--- src/rtl/grid_vga_renderer.sv ---
// 640x480@60 VGA renderer for the 16x16 playfield bus; snapshots grid_in once per frame in vblank.
// Optional build macro GRID_LINES_EN overlays cell gridlines in LINE_COLOR.
module grid_vga_renderer #(
  parameter int          CELL_PX     = 24,
  parameter int          X_OFF       = 128,
  parameter int          Y_OFF       = 48,
  parameter logic [11:0] FILL_COLOR  = 12'hF80,
  parameter logic [11:0] EMPTY_COLOR = 12'h112,
  parameter logic [11:0] BG_COLOR    = 12'h444,
  parameter logic [11:0] LINE_COLOR  = 12'h888,
  parameter int          H_VISIBLE   = 640,
  parameter int          H_FRONT     = 16,
  parameter int          H_SYNC      = 96,
  parameter int          H_BACK      = 48,
  parameter int          V_VISIBLE   = 480,
  parameter int          V_FRONT     = 10,
  parameter int          V_SYNC      = 2,
  parameter int          V_BACK      = 33
) (
  input  logic         clk,
  input  logic         reset,
  input  logic [255:0] grid_in,
  output logic         hSync,
  output logic         vSync,
  output logic [3:0]   VGA_R,
  output logic [3:0]   VGA_G,
  output logic [3:0]   VGA_B,
  output logic         frame_start,
  output logic         active
);

  localparam int H_TOTAL = H_VISIBLE + H_FRONT + H_SYNC + H_BACK;
  localparam int V_TOTAL = V_VISIBLE + V_FRONT + V_SYNC + V_BACK;
  localparam int HW      = $clog2(H_TOTAL);
  localparam int VW      = $clog2(V_TOTAL);
  localparam int SW      = (CELL_PX > 1) ? $clog2(CELL_PX) : 1;

  localparam logic [HW-1:0] H_LAST      = HW'(H_TOTAL - 1);
  localparam logic [HW-1:0] H_VIS_END   = HW'(H_VISIBLE);
  localparam logic [HW-1:0] H_SYNC_BEG  = HW'(H_VISIBLE + H_FRONT);
  localparam logic [HW-1:0] H_SYNC_LAST = HW'(H_VISIBLE + H_FRONT + H_SYNC - 1);
  localparam logic [HW-1:0] X_BEG       = HW'(X_OFF);
  localparam logic [HW-1:0] X_LAST      = HW'(X_OFF + 16 * CELL_PX - 1);
  localparam logic [VW-1:0] V_LAST      = VW'(V_TOTAL - 1);
  localparam logic [VW-1:0] V_VIS_END   = VW'(V_VISIBLE);
  localparam logic [VW-1:0] V_SYNC_BEG  = VW'(V_VISIBLE + V_FRONT);
  localparam logic [VW-1:0] V_SYNC_LAST = VW'(V_VISIBLE + V_FRONT + V_SYNC - 1);
  localparam logic [VW-1:0] Y_BEG       = VW'(Y_OFF);
  localparam logic [VW-1:0] Y_LAST      = VW'(Y_OFF + 16 * CELL_PX - 1);
  localparam logic [SW-1:0] SUB_LAST    = SW'(CELL_PX - 1);

  if ((X_OFF + 16 * CELL_PX > H_VISIBLE) || (Y_OFF + 16 * CELL_PX > V_VISIBLE)) begin : g_fit_fatal
    $fatal(1, "grid_vga_renderer: playfield does not fit inside the visible area");
  end

  logic [1:0]    prescaler_q, prescaler_d;
  logic [HW-1:0] hcount_q, hcount_d;
  logic [VW-1:0] vcount_q, vcount_d;
  logic [SW-1:0] sub_x_q, sub_x_d, sub_y_q, sub_y_d;
  logic [3:0]    col_q, col_d, row_q, row_d;
  logic [255:0]  snap_q, snap_d;
  logic          hsync_q, hsync_d, vsync_q, vsync_d;
  logic [11:0]   rgb_q, rgb_d;
  logic          active_q, active_d;
  logic          frame_start_q, frame_start_d;

  logic          pix_en, h_wrap, v_wrap, snap_take;
  logic [HW-1:0] h_next;
  logic [VW-1:0] v_next;
  logic          visible, in_pf, cell_on;
  logic [11:0]   pix_rgb;

  // Sub-cell counters track the *current* (h,v), so they are stepped with the next counter value.
  always_comb begin
    pix_en      = (prescaler_q == 2'd3);
    prescaler_d = prescaler_q + 2'd1;
    h_wrap      = (hcount_q == H_LAST);
    v_wrap      = (vcount_q == V_LAST);
    h_next      = h_wrap ? '0 : hcount_q + HW'(1);
    v_next      = v_wrap ? '0 : vcount_q + VW'(1);

    hcount_d = hcount_q;
    vcount_d = vcount_q;
    sub_x_d  = sub_x_q;
    col_d    = col_q;
    sub_y_d  = sub_y_q;
    row_d    = row_q;

    if (pix_en) begin
      hcount_d = h_next;
      if (h_next == X_BEG) begin
        sub_x_d = '0;
        col_d   = '0;
      end else if (sub_x_q == SUB_LAST) begin
        sub_x_d = '0;
        col_d   = col_q + 4'd1;
      end else begin
        sub_x_d = sub_x_q + SW'(1);
      end

      if (h_wrap) begin
        vcount_d = v_next;
        if (v_next == Y_BEG) begin
          sub_y_d = '0;
          row_d   = '0;
        end else if (sub_y_q == SUB_LAST) begin
          sub_y_d = '0;
          row_d   = row_q + 4'd1;
        end else begin
          sub_y_d = sub_y_q + SW'(1);
        end
      end
    end
  end

  always_comb begin
    visible = (hcount_q < H_VIS_END) && (vcount_q < V_VIS_END);
    in_pf   = (hcount_q >= X_BEG) && (hcount_q <= X_LAST) &&
              (vcount_q >= Y_BEG) && (vcount_q <= Y_LAST);
    cell_on = snap_q[{col_q, row_q}];

    pix_rgb = '0;
    if (visible) begin
      if (in_pf) begin
        pix_rgb = cell_on ? FILL_COLOR : EMPTY_COLOR;
`ifdef GRID_LINES_EN
        if ((sub_x_q == '0) || (sub_y_q == '0) || (hcount_q == X_LAST) || (vcount_q == Y_LAST)) begin
          pix_rgb = LINE_COLOR;
        end
`endif
      end else begin
        pix_rgb = BG_COLOR;
      end
    end
  end

  // Snapshot at the first pixel of vertical blanking so the whole next frame sees one grid.
  always_comb begin
    snap_take     = pix_en && (hcount_q == '0) && (vcount_q == V_VIS_END);
    snap_d        = snap_take ? grid_in : snap_q;
    frame_start_d = snap_take;

    hsync_d  = hsync_q;
    vsync_d  = vsync_q;
    rgb_d    = rgb_q;
    active_d = active_q;
    if (pix_en) begin
      hsync_d  = !((hcount_q >= H_SYNC_BEG) && (hcount_q <= H_SYNC_LAST));
      vsync_d  = !((vcount_q >= V_SYNC_BEG) && (vcount_q <= V_SYNC_LAST));
      rgb_d    = pix_rgb;
      active_d = visible;
    end
  end

  always_ff @(posedge clk or negedge reset) begin
    if (!reset) begin
      prescaler_q   <= '0;
      hcount_q      <= '0;
      vcount_q      <= '0;
      sub_x_q       <= '0;
      col_q         <= '0;
      sub_y_q       <= '0;
      row_q         <= '0;
      snap_q        <= '0;
      hsync_q       <= 1'b1;
      vsync_q       <= 1'b1;
      rgb_q         <= '0;
      active_q      <= 1'b0;
      frame_start_q <= 1'b0;
    end else begin
      prescaler_q   <= prescaler_d;
      hcount_q      <= hcount_d;
      vcount_q      <= vcount_d;
      sub_x_q       <= sub_x_d;
      col_q         <= col_d;
      sub_y_q       <= sub_y_d;
      row_q         <= row_d;
      snap_q        <= snap_d;
      hsync_q       <= hsync_d;
      vsync_q       <= vsync_d;
      rgb_q         <= rgb_d;
      active_q      <= active_d;
      frame_start_q <= frame_start_d;
    end
  end

  assign hSync       = hsync_q;
  assign vSync       = vsync_q;
  assign VGA_R       = rgb_q[11:8];
  assign VGA_G       = rgb_q[7:4];
  assign VGA_B       = rgb_q[3:0];
  assign active      = active_q;
  assign frame_start = frame_start_q;

endmodule

--- config.mk ---
export PLATFORM = sky130hd
export DESIGN_NAME = grid_vga_renderer
export DESIGN_NICKNAME = d
export VERILOG_FILES = /design/src/rtl/grid_vga_renderer.sv
export SDC_FILE = /design/constraint.sdc
export NUM_CORES = 1
export LEC_CHECK = 0
export ABC_AREA = 1
export BUFFER_PORTS_ARGS = -buffer_cell sky130_fd_sc_hd__buf_2
export CORE_MARGIN = 4
export CORE_UTILIZATION = 35
export DETAILED_ROUTE_END_ITERATION = 10
export PLACE_DENSITY = 0.52
export SETUP_SLACK_MARGIN = 0.4
export SKIP_CTS_REPAIR_TIMING = 1
export SLEW_MARGIN = 40
export SYNTH_ARGS = -nofsm -noshare
export SYNTH_HDL_FRONTEND = slang
export SYNTH_SLANG_ARGS = --single-unit
--- constraint.sdc ---
create_clock -name clk -period 5.4 [get_ports clk]
set_input_delay 0.27 -clock clk [delete_from_list [all_inputs] [get_ports clk]]
set_output_delay 0.27 -clock clk [all_outputs]
set_load 0.02 [all_outputs]
==> impl_results.md <==
* DIE AREA at 0.0476 mm^2
* Cts bufs inserted at 36
* Core area at 0.0434 mm^2
* Port Buffers at 270
* # rows at 76
* Crit path required time at 5860 ps
* Setup crit start: prescaler_q[0]
* Grt total ovfl at 0
* Fillcell total at 4271
* Peak VDD IR at 0.000164 V
* Lkg Pwr at 9.78 nW
* Top cell type's share of synthesized area at 0.490
* Setup TNS at 0 ps
* Combinational fraction of design power at 0.060
* Routed len/inst at 16.4 um
* Most frequently used flop master after synthesis: dfrtp_1
* Post-synthesis sequential area ratio at 0.493
* Post-synthesis simple-gate area fraction at 0.290
* Int Power at 3.88 mW
* Initial drt markers at 1191
* Via/cell ratio at 4.76
* Sw Share at 0.220
* FF-to-FF setup slack at 2130 ps
* Die Wd at 218 um
* Final worst-path cycle share at 0.606
* Maximum clock rate at 306 MHz
* Detail Placement HPWL at 31.4 mm
* Final setup viols at 0
* Root buf cell: clkbuf_16
* Post-synthesis cell type count at 37
* CTS max path bufs at 3
* Share of cells above drive strength 1 at 0.147
* Worst R2R End: snap_q[231]
* Largest family of logic cells by synthesized area: simple AND/OR/NAND/NOR gates
* Worst setup SP type: register
* Syn_area_per_cell at 7.44 um^2
* Worst clock skew at 16.6 ps
* Critical Path AT at 3730 ps
* Final Hold Fails at 9
* Worst skew pair latency at 550 ps
* Crit path max fanout at 116
* Power per cell area at 241 mW/mm^2
* Worst R2R Start: prescaler_q[0]
* Slew Viols, Final at 0
* Mapped Area at 0.0155 mm^2
* Post-Route WL at 51.2 mm
* Synth warn at 0
* Minimum clock period at 3270 ps
* Initial Util at 0.357
* Worst hold slack at -24.8 ps
* Run status: finished, violations left
* XOR/XNOR Fraction of Synth Area at 0.00509
* NetSw at 1.10 mW
* Largest net degree at the start of global routing at 122
* Clock-pin slew on the worst setup and hold paths at 60 ps
* TritonCTS clock tree: built
* Compound-Gate Fraction of Synth Area at 0.104
* Initial antenna violation count at 1
* First-pass iteration count of the detailed router at 5
* GRT Util Overall at 0.199
* Asr flop ratio synth at 1.00
* Area grow syn2layout at 33.3%
* First-pass GRT wire length at 75.6 mm
* FF-to-FF path depth at 9
* Slew headroom at 0.442
* Die height at 218 um
* DRT antenna net count at 0
* HP Class: in -> reg
* Synth Register Bits at 305
* Violated checks: hold timing
* Synth top cells by count: nand2_1 (780), dfrtp_1 (303), o21ai_0 (229)
* Cells after synthesis at 2081
* GPL Wtd Cong at 0.809
* Routed via count at 14873
* Crit. End Element: register
* Worst slew pin tran at 837 ps
* Largest area contributor in the netlist: dfrtp_1
* Reg power frac at 0.459
* Final core occ at 0.476
* Ranking of synthesized cells by area: dfrtp_1 (49%), nand2_1 (19%), o21ai_0 (7.4%), nand3_1 (7.0%), inv_1 (5.4%)
* CTS HTree Levels at 2
* Setup CP Type: reg -> reg
* Post-synth EDFFs at 0
* Most common cell in the synthesized netlist: nand2_1
* I/O pin total at 274
* Adder-cell share of the synthesized area at 0.00809
* Post-synthesis mux area share at 0.000647
* Nets at 2781
* Vias in the first global route at 13755
* RSZ-0062 raised after global routing: no
* Clock power frac at 0.481
* End point of the critical path: snap_q[231]
* Total of max-cap violations at 0
* Clk sinks at 305
* Post-route DRC at 0
==> cell families after synthesis <==
group                    Yosys count
AO/OA/AOI/OAI                    297
AND/OR/NAND/NOR                 1095
other                              1
flip-flops                       305
adder cells (fa/ha/maj)           10
buffers and inverters            363
XOR/XNOR                           9
multiplexers                       1
==> flip-flops by register name, indices dropped and copies added (netlist names) <==
name,count
rgb_q,5
frame_start,1
row_q,4
hSync,1
prescaler_q,2
active,1
sub_y_q,5
vSync,1
col_q,4
sub_x_q,5
hcount_q,10
snap_q,256
vcount_q,10
==> how the worst min path moves through the flow <==
stage,startpoint,end,slack [ps],cells past startpoint
2_1_floorplan,reset,active,-30,0
3_3_place_gp,reset,snap_q[199],260,1
3_5_place_dp,reset,snap_q[197],260,1
4_1_cts,reset,snap_q[199],-340,1
5_1_grt,grid_in[3],snap_q[3],2,3
6_report,grid_in[89],snap_q[89],-20,3
==> power by group through the flow <==
stage / clock network [mW] / logic [mW] / registers (mW)
3_3_place_gp: 0 / 0.168 / 2.33
2_1_floorplan: 0 / 0.00348 / 2.33
6_report: 2.39 / 0.298 / 2.29
5_1_grt: 2.55 / 0.325 / 2.28
3_5_place_dp: 0 / 0.165 / 2.33
4_1_cts: 2.46 / 0.166 / 2.29
==> cells in the final DEF, fill, tap and decap left out, types with 9 or more instances in the layout <==
cell type,instances
nand2_1,780
clkbuf_1,10
o21ai_1,11
buf_2,269
o211ai_1,40
dfrtp_1,300
o21ai_0,229
ha_1,10
inv_1,223
buf_4,13
clkbuf_16,37
dlygate4sd3_1,234
nand4_1,9
nand3_1,214
a21oi_1,11
nor2_1,63
==> layer usage <==
layer | GRT usage | up-vias | part of all wire
met1 | 0.285 | 6983 | 0.46
met4 | 0.0617 | 2 | 0.026
met5 | 0 | - | 0.00025
li1 | - | 7419 | -
met2 | 0.309 | 379 | 0.47
met3 | 0.0324 | 90 | 0.048
==> cell type report <==
| type | instances | area (um^2) | share of cell area |
|---|---|---|---|
| Multi-Input combinational cell | 1415 | 6330 | 0.307 |
| Clock buffer | 55 | 1070 | 0.0521 |
| Clock inverter | 6 | 66.3 | 0.00322 |
| Antenna cell | 1 | 2.50 | 0.000121 |
| Tap cell | 585 | 732 | 0.0355 |
| Sequential cell | 305 | 7640 | 0.371 |
| Timing Repair Buffer | 523 | 3890 | 0.188 |
| Inverter | 232 | 886 | 0.0430 |
==> per-stage QoR <==
stage	area (um^2)	instances	worst slack, ps	hold WS [ps]	total power [mW]
finish	20600	3122	2130	-24.8	4.98
global route	20600	3121	1730	1.58	5.16
CTS	18300	2887	2130	-336	4.91
detailed placement	17100	2826	2130	258	2.49
global placement	17100	2826	2240	260	2.50
floorplan	15500	2083	3540	-25.6	2.33
==> critical path, stage by stage (launching register included) <==
cell and delay, ps:
dfrtp_1 350, ha_1 140, buf_4 230, inv_1 350
nor4_1 610, nand3_4 190, inv_8 370, buf_4 520
nand2_1 110, o21ai_0 100
Note: power is estimated with default switching activity, not from simulation.
